$ cat config.mk
export PLATFORM = sky130hd
export DESIGN_NAME = seg_scan_mux
export DESIGN_NICKNAME = d
export VERILOG_FILES = /design/src/rtl/seg_scan_mux.sv
export SDC_FILE = /design/constraint.sdc
export NUM_CORES = 1
export LEC_CHECK = 0
export ABC_AREA = 1
export CELL_PAD_IN_SITES_DETAIL_PLACEMENT = 0
export CELL_PAD_IN_SITES_GLOBAL_PLACEMENT = 1
export CORE_UTILIZATION = 30
export DETAILED_ROUTE_END_ITERATION = 16
export PLACE_DENSITY_LB_ADDON = 0.1
export SKIP_CTS_REPAIR_TIMING = 1
export SLEW_MARGIN = 20
export SYNTH_ARGS = -nofsm -noshare
export SYNTH_HDL_FRONTEND = slang
export SYNTH_SLANG_ARGS = --single-unit
$ cat constraint.sdc
create_clock -name clock -period 1.89 [get_ports clock]
set_input_delay 0.189 -clock clock [delete_from_list [all_inputs] [get_ports clock]]
set_output_delay 0.189 -clock clock [all_outputs]
set_load 0.005 [all_outputs]
$ cat src/rtl/seg_scan_mux.sv
// Time-multiplexed common-anode 7-segment scanner; outputs are Moore-decoded from registers (no latency beyond the scan itself), no backpressure.
// Optional SEG_LEADING_ZERO_BLANK_EN blanks leading zero digits of the frame snapshot (digit 0 always shown).
module seg_scan_mux #(
  parameter int NUM_DIGITS   = 4,
  parameter int TICK_DIV     = 100000,
  parameter int BLANK_CYCLES = 1000
) (
  input  logic                    clock,
  input  logic                    reset_n,
  input  logic [4*NUM_DIGITS-1:0] value,
  input  logic [NUM_DIGITS-1:0]   digit_en,
  input  logic [NUM_DIGITS-1:0]   dp,
  output logic [6:0]              cathode,
  output logic                    dp_n,
  output logic [7:0]              anode
);

  localparam int CW = $clog2(TICK_DIV);
  localparam int IW = (NUM_DIGITS > 1) ? $clog2(NUM_DIGITS) : 1;
  localparam logic [CW-1:0] CNT_LAST = CW'(TICK_DIV - 1);
  localparam logic [IW-1:0] IDX_LAST = IW'(NUM_DIGITS - 1);

  logic [CW-1:0]           cnt;
  logic [IW-1:0]           idx;
  logic [4*NUM_DIGITS-1:0] snap_value;
  logic [NUM_DIGITS-1:0]   snap_en;
  logic [NUM_DIGITS-1:0]   snap_dp;
  logic                    load_pend;
  logic                    slot_end;
  logic                    frame_end;
  logic                    in_blank;
  logic                    suppress;
  logic [3:0]              nibble;

  function automatic logic [6:0] hex7(input logic [3:0] n);
    case (n)
      4'h0: hex7 = 7'b1000000;
      4'h1: hex7 = 7'b1111001;
      4'h2: hex7 = 7'b0100100;
      4'h3: hex7 = 7'b0110000;
      4'h4: hex7 = 7'b0011001;
      4'h5: hex7 = 7'b0010010;
      4'h6: hex7 = 7'b0000010;
      4'h7: hex7 = 7'b1111000;
      4'h8: hex7 = 7'b0000000;
      4'h9: hex7 = 7'b0010000;
      4'hA: hex7 = 7'b0001000;
      4'hB: hex7 = 7'b0000011;
      4'hC: hex7 = 7'b1000110;
      4'hD: hex7 = 7'b0100001;
      4'hE: hex7 = 7'b0000110;
      default: hex7 = 7'b0001110;
    endcase
  endfunction

  assign slot_end  = (cnt == CNT_LAST);
  assign frame_end = slot_end && (idx == IDX_LAST);

  always_ff @(posedge clock or negedge reset_n) begin
    if (!reset_n) begin
      cnt        <= '0;
      idx        <= '0;
      snap_value <= '0;
      snap_en    <= '0;
      snap_dp    <= '0;
      load_pend  <= 1'b1;
    end else begin
      load_pend <= 1'b0;
      if (slot_end) begin
        cnt <= '0;
        idx <= (idx == IDX_LAST) ? '0 : idx + 1'b1;
      end else begin
        cnt <= cnt + 1'b1;
      end
      // Capture on the last cycle of a frame so the next frame shows one coherent value
      if (load_pend || frame_end) begin
        snap_value <= value;
        snap_en    <= digit_en;
        snap_dp    <= dp;
      end
    end
  end

  generate
    if (BLANK_CYCLES == 0) begin : g_no_blank
      assign in_blank = 1'b0;
    end else begin : g_blank
      assign in_blank = (cnt < CW'(BLANK_CYCLES));
    end
  endgenerate

`ifdef SEG_LEADING_ZERO_BLANK_EN
  logic [NUM_DIGITS-1:0] lz_mask;
  logic                  lz_run;

  always_comb begin
    lz_mask = '0;
    lz_run  = 1'b1;
    for (int i = NUM_DIGITS - 1; i > 0; i--) begin
      if (snap_value[4*i +: 4] != 4'h0) lz_run = 1'b0;
      lz_mask[i] = lz_run;
    end
  end

  assign suppress = lz_mask[idx];
`else
  assign suppress = 1'b0;
`endif

  assign nibble = snap_value[4*idx +: 4];

  always_comb begin
    anode   = 8'hFF;
    cathode = 7'h7F;
    dp_n    = 1'b1;
    if (!in_blank && snap_en[idx]) begin
      anode   = ~(8'b1 << idx);
      cathode = suppress ? 7'h7F : hex7(nibble);
      dp_n    = ~snap_dp[idx];
    end
  end

endmodule
==> out/qor.csv, run 1 <==
stage,metric,value,unit
floorplan,Initial Util,0.315,
clocking,CTS max path bufs,2,
power_and_ir_drop,Clock power frac,0.368,
floorplan,Chip Width,95.6,um
floorplan,Die Y-Extent,95.6,um
sta,"Hold Vio Cnt, Final",43,
final_layout,final cell count without fillers,548,
placement,Post-DP HPWL,5060,um
sta,Period minus WS final,1.98,ns
synthesis,"top cells by area, synth","dfrtp_1, nand2_1, nand3_1, nor2_1, ha_1",
final_layout,fillcell total,896,
setup_path,Crit Path Category,register to primary output,
power_and_ir_drop,PwrDens,575,nW/um2
sta,Max-slew headroom,0.609,
synthesis,Syn Std Cell Area,2630,um2
routing,Residual DRC,0,
sta,Hold Slack,-0.0603,ns
synthesis,Commonest cells post-synth,"nand2_1, nand3_1, dfrtp_1",
synthesis,share of the synthesized area in the top cell type,0.409,
synthesis,"Top FF cell, synth",dfrtp_1,
global_route,vias in the first global route,2391,
routing,wire per inst,12.4,um
synthesis,synthesis-stage register bit count,44,
clocking,Clock Tree Root,clkbuf_8,
setup_path,crit path DAT,1.79,ns
min_path,min-delay worst type,primary input to asynchronous set/reset pin,
job,max-cap viol count,0,
synthesis,"EDFF count, synth",0,
power_and_ir_drop,"IR drop worst, VDD",0.356,mV
sta,Slew @ Worst Pin,0.587,ns
final_layout,area grow syn2layout,41.1,%
routing,via density per instance,4.53,
sta,RSZ-0062 raised after global routing,true,
power_and_ir_drop,switching part of the total,0.261,
setup_path,Worst Path Max Fanout,4,
synthesis,Synth warnings,0,
power_and_ir_drop,cell internal pwr,0.00158,W
clocking,register clock-pin slew on the reported worst setup and hold paths,0.09,ns
placement,pre-CTS setup slack,-0.250,ns
outcome,outcome,"complete, but fails checks",
power_and_ir_drop,Leak,1.86,nW
floorplan,core area,8340,um2
power_and_ir_drop,Net Sw Power,0.000557,W
sta,"Period Utilization, post-route",1.05,
synthesis,Synth Area per Inst,7.16,um2
final_layout,ant diodes,0,
power_and_ir_drop,sequential share of power,0.478,
global_route,GRT Residual Overflow,0,
routing,antenna violation net count after detailed routing,0,
synthesis,sequential share of the synthesized area,0.419,
power_and_ir_drop,Comb power frac,0.154,
routing,Routed WL,6800,um
global_route,GRT Util Overall,0.163,
synthesis,ys async rst share,1.00,
setup_path,CP Capture Type,primary output,
setup_path,CP Data Required Time,1.70,ns
clocking,htree depth,2,
synthesis,cell taking the most area after synthesis,dfrtp_1,
setup_path,kind of start point of the critical path,register,
sta,worst clock skew,0.00352,ns
sta,Max Slew Vio Count,0,
synthesis,Mapped Cells,367,
routing,First DRT Iteration DRCs,70,
sta,"Worst Setup Slack, final",-0.0870,ns
floorplan,die area,9140,um2
outcome,failing checks,"negative hold slack, negative setup slack",
clocking,CTS tree,yes,
final_layout,share of post-route cells with drive strength above 1,0.291,
synthesis,Yosys cell types,26,
placement,PortBufs,37,
sta,final setup violating endpoints,7,
final_layout,Final #Nets,479,
clocking,worst-skew pair later-pin latency,0.31,ns
placement,placed cell count,537,
routing,via count,2484,
sta,fmax,506,MHz
synthesis,top-count cell post-synth,nand2_1,
sta,setup_tns,-0.475,ns
global_route,largest net degree at the start of global routing,45,
placement,GP Congestion,0.859,
floorplan,IO Count,42,
global_route,initial antenna violation count,0,
routing,first-pass iteration count of the detailed router,4,
floorplan,Core Rows,33,
clocking,CTS Sinks,44,
global_route,global-route wire length before repair,11400,um
clocking,total CTS buffers,5,
power_and_ir_drop,Power Total,0.00213,W
==> metal layers <==
layer | share of wire | track usage
met1 | 0.49 | 0.221
met2 | 0.47 | 0.259
met3 | 0.031 | 0.0367
met4 | 0.013 | 0.0485
met5 | 0 | 0
==> final timing paths <==
path | cells after the start | endpoint | slack, ns | from
worst max-delay path | 11 | cathode[0] | -0.09 | idx[0]
worst min-delay path | 2 | cnt[16] | -0.06 | reset_n
min in group clock | 3 | snap_value[15] | 0.41 | value[15]
max in group asynchronous | 2 | idx[1] | 1.50 | reset_n
worst min register to register | 1 | cnt[0] | 0.46 | cnt[0]
worst max register to register | 9 | snap_value[3] | 0.26 | cnt[0]
==> cells in the final DEF, fill, tap and decap left out, drive strengths merged, types with 4 or more instances in the layout <==
| master | n |
|---|---|
| nand4 | 4 |
| nand3 | 64 |
| inv | 34 |
| buf | 46 |
| conb | 5 |
| nor2 | 40 |
| clkbuf | 13 |
| ha | 11 |
| nand2 | 134 |
| o21ai | 7 |
| nor3 | 5 |
| xor2 | 6 |
| clkdlybuf4s50 | 24 |
| dfrtp | 43 |
==> state kept, by name, indices dropped and copies added, names as in the netlist <==
signal / count
snap_dp: 4
load_pend: 1
snap_en: 4
snap_value: 16
cnt: 17
idx: 2
==> power groups by stage <==
stage	clock network, W	registers (W)	logic [W]
after floorplan	0	0.00103	0.000148
after global placement	0	0.00104	0.000259
after detailed placement	0	0.00103	0.000263
after CTS	0.000825	0.00102	0.000264
after global routing	0.000863	0.00103	0.000370
final	0.000785	0.00102	0.000329
==> worst max-delay path, cell delays in order, from the launching register on <==
cell	delay, ns
dfrtp_2	0.46
buf_6	0.14
nand2_2	0.06
nand3_2	0.08
nand2_4	0.13
inv_4	0.06
ha_4	0.18
inv_2	0.06
nand2_2	0.07
nand3_2	0.08
nand3_2	0.05
buf_2	0.12
==> layout make-up <==
class	instances	area (um2)	share of cell area
clock inverters	2	38.8	0.0105
clock buffers	6	82.6	0.0223
repair buffers	78	654	0.176
well taps	105	131	0.0354
inverters	34	135	0.0364
flip-flops and latches	44	1100	0.298
multi-input cells	279	1560	0.421
==> metrics by stage <==
step / utilization / instance area (um2)
4_1_cts: 0.415 / 3460
3_3_place_gp: 0.400 / 3340
6_report: 0.445 / 3710
5_1_grt: 0.445 / 3710
2_1_floorplan: - / 2640
3_5_place_dp: 0.400 / 3340
==> cell families after synthesis <==
| logic type | after synthesis | share of synthesized area |
|---|---|---|
| XOR/XNOR | 6 | 0.0200 |
| other | 2 | 0.00286 |
| AND/OR/NAND/NOR | 248 | 0.407 |
| adder cells (fa/ha/maj) | 11 | 0.0524 |
| buffers and inverters | 47 | 0.0809 |
| AO/OA/AOI/OAI | 9 | 0.0176 |
| flip-flops | 44 | 0.419 |
Note: power is estimated with default switching activity, not from simulation.
==> run 2: changes to the inputs <==
==> constraint.sdc (replaced) <==
create_clock -name clock -period 1.89 [get_ports clock]
set_input_delay 0.378 -clock clock [delete_from_list [all_inputs] [get_ports clock]]
set_output_delay 0.378 -clock clock [all_outputs]
set_load 0.005 [all_outputs]
==> run 2 against run 1 <==
The run ends with negative setup slack left. Power fell by 8.0%. Maximum frequency fell by 11%. First-iteration DRC count fell by 27%. Cell count rose by 3.3%. Flip-flop and latch count did not move.
==> out/qor.csv, run 2 (synthesis gave the netlist of run 1 again) <==
stage,metric,value,unit,change
routing,Residual DRC,0,,unchanged
clocking,CTS max path bufs,2,,unchanged
sta,final setup violating endpoints,12,,was 7
sta,"Period Utilization, post-route",1.18,,was 1.05
outcome,outcome,"complete, but fails checks",,unchanged
power_and_ir_drop,"IR drop worst, VDD",0.309,mV,was 0.356 mV
setup_path,critical path endpoint,cathode[0],,unchanged
sta,RSZ-0062 raised after global routing,true,,unchanged
outcome,failing checks,negative setup slack,,"was negative hold slack, negative setup slack"
floorplan,Die Y-Extent,95.6,um,unchanged
floorplan,IO Count,42,,unchanged
final_layout,area grow syn2layout,44.4,%,was 41.1%
clocking,CTS tree,yes,,unchanged
final_layout,Largest regs,"cnt: 17 flops, snap_value: 16 flops",,unchanged
sta,worst clock skew,0.00578,ns,was 0.00352 ns
final_layout,final cell count without fillers,566,,was 548
placement,Post-DP HPWL,5090,um,was 5060 um
clocking,total CTS buffers,5,,unchanged
setup_path,R2R depth,9,,unchanged
clocking,worst-skew pair later-pin latency,0.29,ns,was 0.31 ns
global_route,largest net degree at the start of global routing,29,,was 45
global_route,GRT Residual Overflow,0,,unchanged
routing,antenna violation net count after detailed routing,0,,unchanged
sta,setup_tns,-2.76,ns,was -0.475 ns
floorplan,Core Rows,33,,unchanged
final_layout,"most common cell after layout, fill and taps aside",nand2_1,,unchanged
setup_path,reg2reg setup slack,0.16,ns,was 0.26 ns
placement,placed cell count,547,,was 537
routing,First DRT Iteration DRCs,51,,was 70
clocking,htree depth,2,,unchanged
job,max-cap viol count,0,,unchanged
routing,via density per instance,4.48,,was 4.53
global_route,global-route wire length before repair,11600,um,was 11400 um
sta,fmax,449,MHz,was 506 MHz
clocking,CTS Sinks,44,,unchanged
final_layout,max reg flops,17,,unchanged
power_and_ir_drop,PwrDens,517,nW/um2,was 575 nW/um2
placement,GP Congestion,0.823,,was 0.859
global_route,GRT Util Overall,0.165,,was 0.163
setup_path,CP Data Required Time,1.51,ns,was 1.70 ns
floorplan,die area,9140,um2,unchanged
floorplan,core area,8340,um2,unchanged
placement,PortBufs,37,,unchanged
power_and_ir_drop,Power Total,0.00196,W,was 0.00213 W
setup_path,crit path DAT,1.85,ns,was 1.79 ns
routing,first-pass iteration count of the detailed router,4,,unchanged
clocking,register clock-pin slew on the reported worst setup and hold paths,0.09,ns,about the same
setup_path,CP Capture Type,primary output,,unchanged
sta,Max Slew Vio Count,0,,unchanged
final_layout,most flop-heavy register,cnt,,unchanged
routing,Routed WL,7100,um,was 6800 um
clocking,Clock Tree Root,clkbuf_8,,unchanged
floorplan,Chip Width,95.6,um,unchanged
sta,"Worst Setup Slack, final",-0.335,ns,was -0.0870 ns
min_path,min-delay worst type,primary input to asynchronous set/reset pin,,unchanged
global_route,vias in the first global route,2461,,was 2391
setup_path,Crit Path Category,register to primary output,,unchanged
final_layout,Final #Nets,497,,was 479
setup_path,"critical path, cell by cell",inv_2 > buf_6 > nand2_2 > nand3_2 > nand2_4 > buf_6 > ha_4 > inv_2 > nand2_2 > nand3_2 > nand3_2 > buf_6,,was buf_6 > nand2_2 > nand3_2 > nand2_4 > inv_4 > ha_4 > inv_2 > nand2_2 > nand3_2 > nand3_2 > buf_2
final_layout,fillcell total,875,,was 896
setup_path,Worst Path Max Fanout,5,,was 4
global_route,initial antenna violation count,0,,unchanged
sta,"Hold Vio Cnt, Final",0,,was 43
setup_path,Worst path max stage delay,0.42,ns,was 0.46 ns
setup_path,kind of start point of the critical path,register,,unchanged
final_layout,ant diodes,0,,unchanged
routing,via count,2538,,was 2484
final_layout,Reg area,1100,um2,about the same
setup_path,RR Startpoint,idx[0],,was cnt[0]
routing,wire per inst,12.5,um,was 12.4 um
placement,pre-CTS setup slack,-0.456,ns,was -0.250 ns
setup_path,worst-path cell with the longest stage delay,dfrtp_1,,was dfrtp_2
final_layout,footprint of the multi-input gates,1530,um2,was 1560 um2
setup_path,worst reg2reg endpoint,snap_dp[0],,was snap_value[3]
final_layout,most frequent cells in the layout,"nand2_1, nand3_1, buf_4",,"was nand2_1, nand3_1, dfrtp_1"
sta,Period minus WS final,2.23,ns,was 1.98 ns
power_and_ir_drop,Leak,1.91,nW,was 1.86 nW
floorplan,Initial Util,0.315,,unchanged
sta,Hold Slack,0.0117,ns,was -0.0603 ns
final_layout,share of post-route cells with drive strength above 1,0.284,,was 0.291
setup_path,crit path from,idx[0],,unchanged
[run 2: cell count changes in the layout (fill, tap and decap cells not counted), moves of 4 or more]
cell,previous run,this run
nand2_1,106,115
nand3_2,14,10
nand3_1,47,51
nand2_2,22,14
buf_4,32,49
[run 2: per-stage QoR]
step	cell area, um2	util
floorplan	2640	-
global placement	3420	0.411
detailed placement	3420	0.411
CTS	3510	0.421
global route	3800	0.455
finish	3800	0.455
[run 2: worst min-delay path by stage]
stage | from | end | cells past startpoint
2_1_floorplan | reset_n | cnt[0] | 0
3_3_place_gp | reset_n | cnt[14] | 1
3_5_place_dp | reset_n | cnt[14] | 1
4_1_cts | reset_n | cnt[14] | 1
5_1_grt | reset_n | cnt[8] | 1
6_report | reset_n | cnt[8] | 1
[run 2: power breakdown]
part / switching [W] / internal, W / leakage [nW]
combinational: 0.000177 / 0.000169 / 1.32
sequential: 0.0000297 / 0.000989 / 0.551
clock: 0.000340 / 0.000259 / 0.0412
[run 2: cell type report]
type | instances | area share
Timing Repair Buffer | 96 | 0.215
Clock inverter | 2 | 0.00330
Clock buffer | 6 | 0.0191
Tap cell | 105 | 0.0346
Multi-Input combinational cell | 279 | 0.402
Sequential cell | 44 | 0.291
Inverter | 34 | 0.0349
[run 2: worst max-delay path, delay by kind of cell, from the launching register on]
kind / cells / cell delay (ns)
adders and majority gates: 1 / 0.17
buffers and inverters: 5 / 0.53
DFF: 1 / 0.42
and+or+nand+nor: 6 / 0.45
[run 2: per-layer routing]
| layer | wire length [um] | vias up | GRT usage |
|---|---|---|---|
| met5 | 0 | - | 0 |
| met4 | 70 | 0 | 0.0336 |
| met3 | 205 | 6 | 0.0287 |
| met2 | 3320 | 42 | 0.258 |
| met1 | 3500 | 1155 | 0.236 |
| li1 | - | 1335 | - |
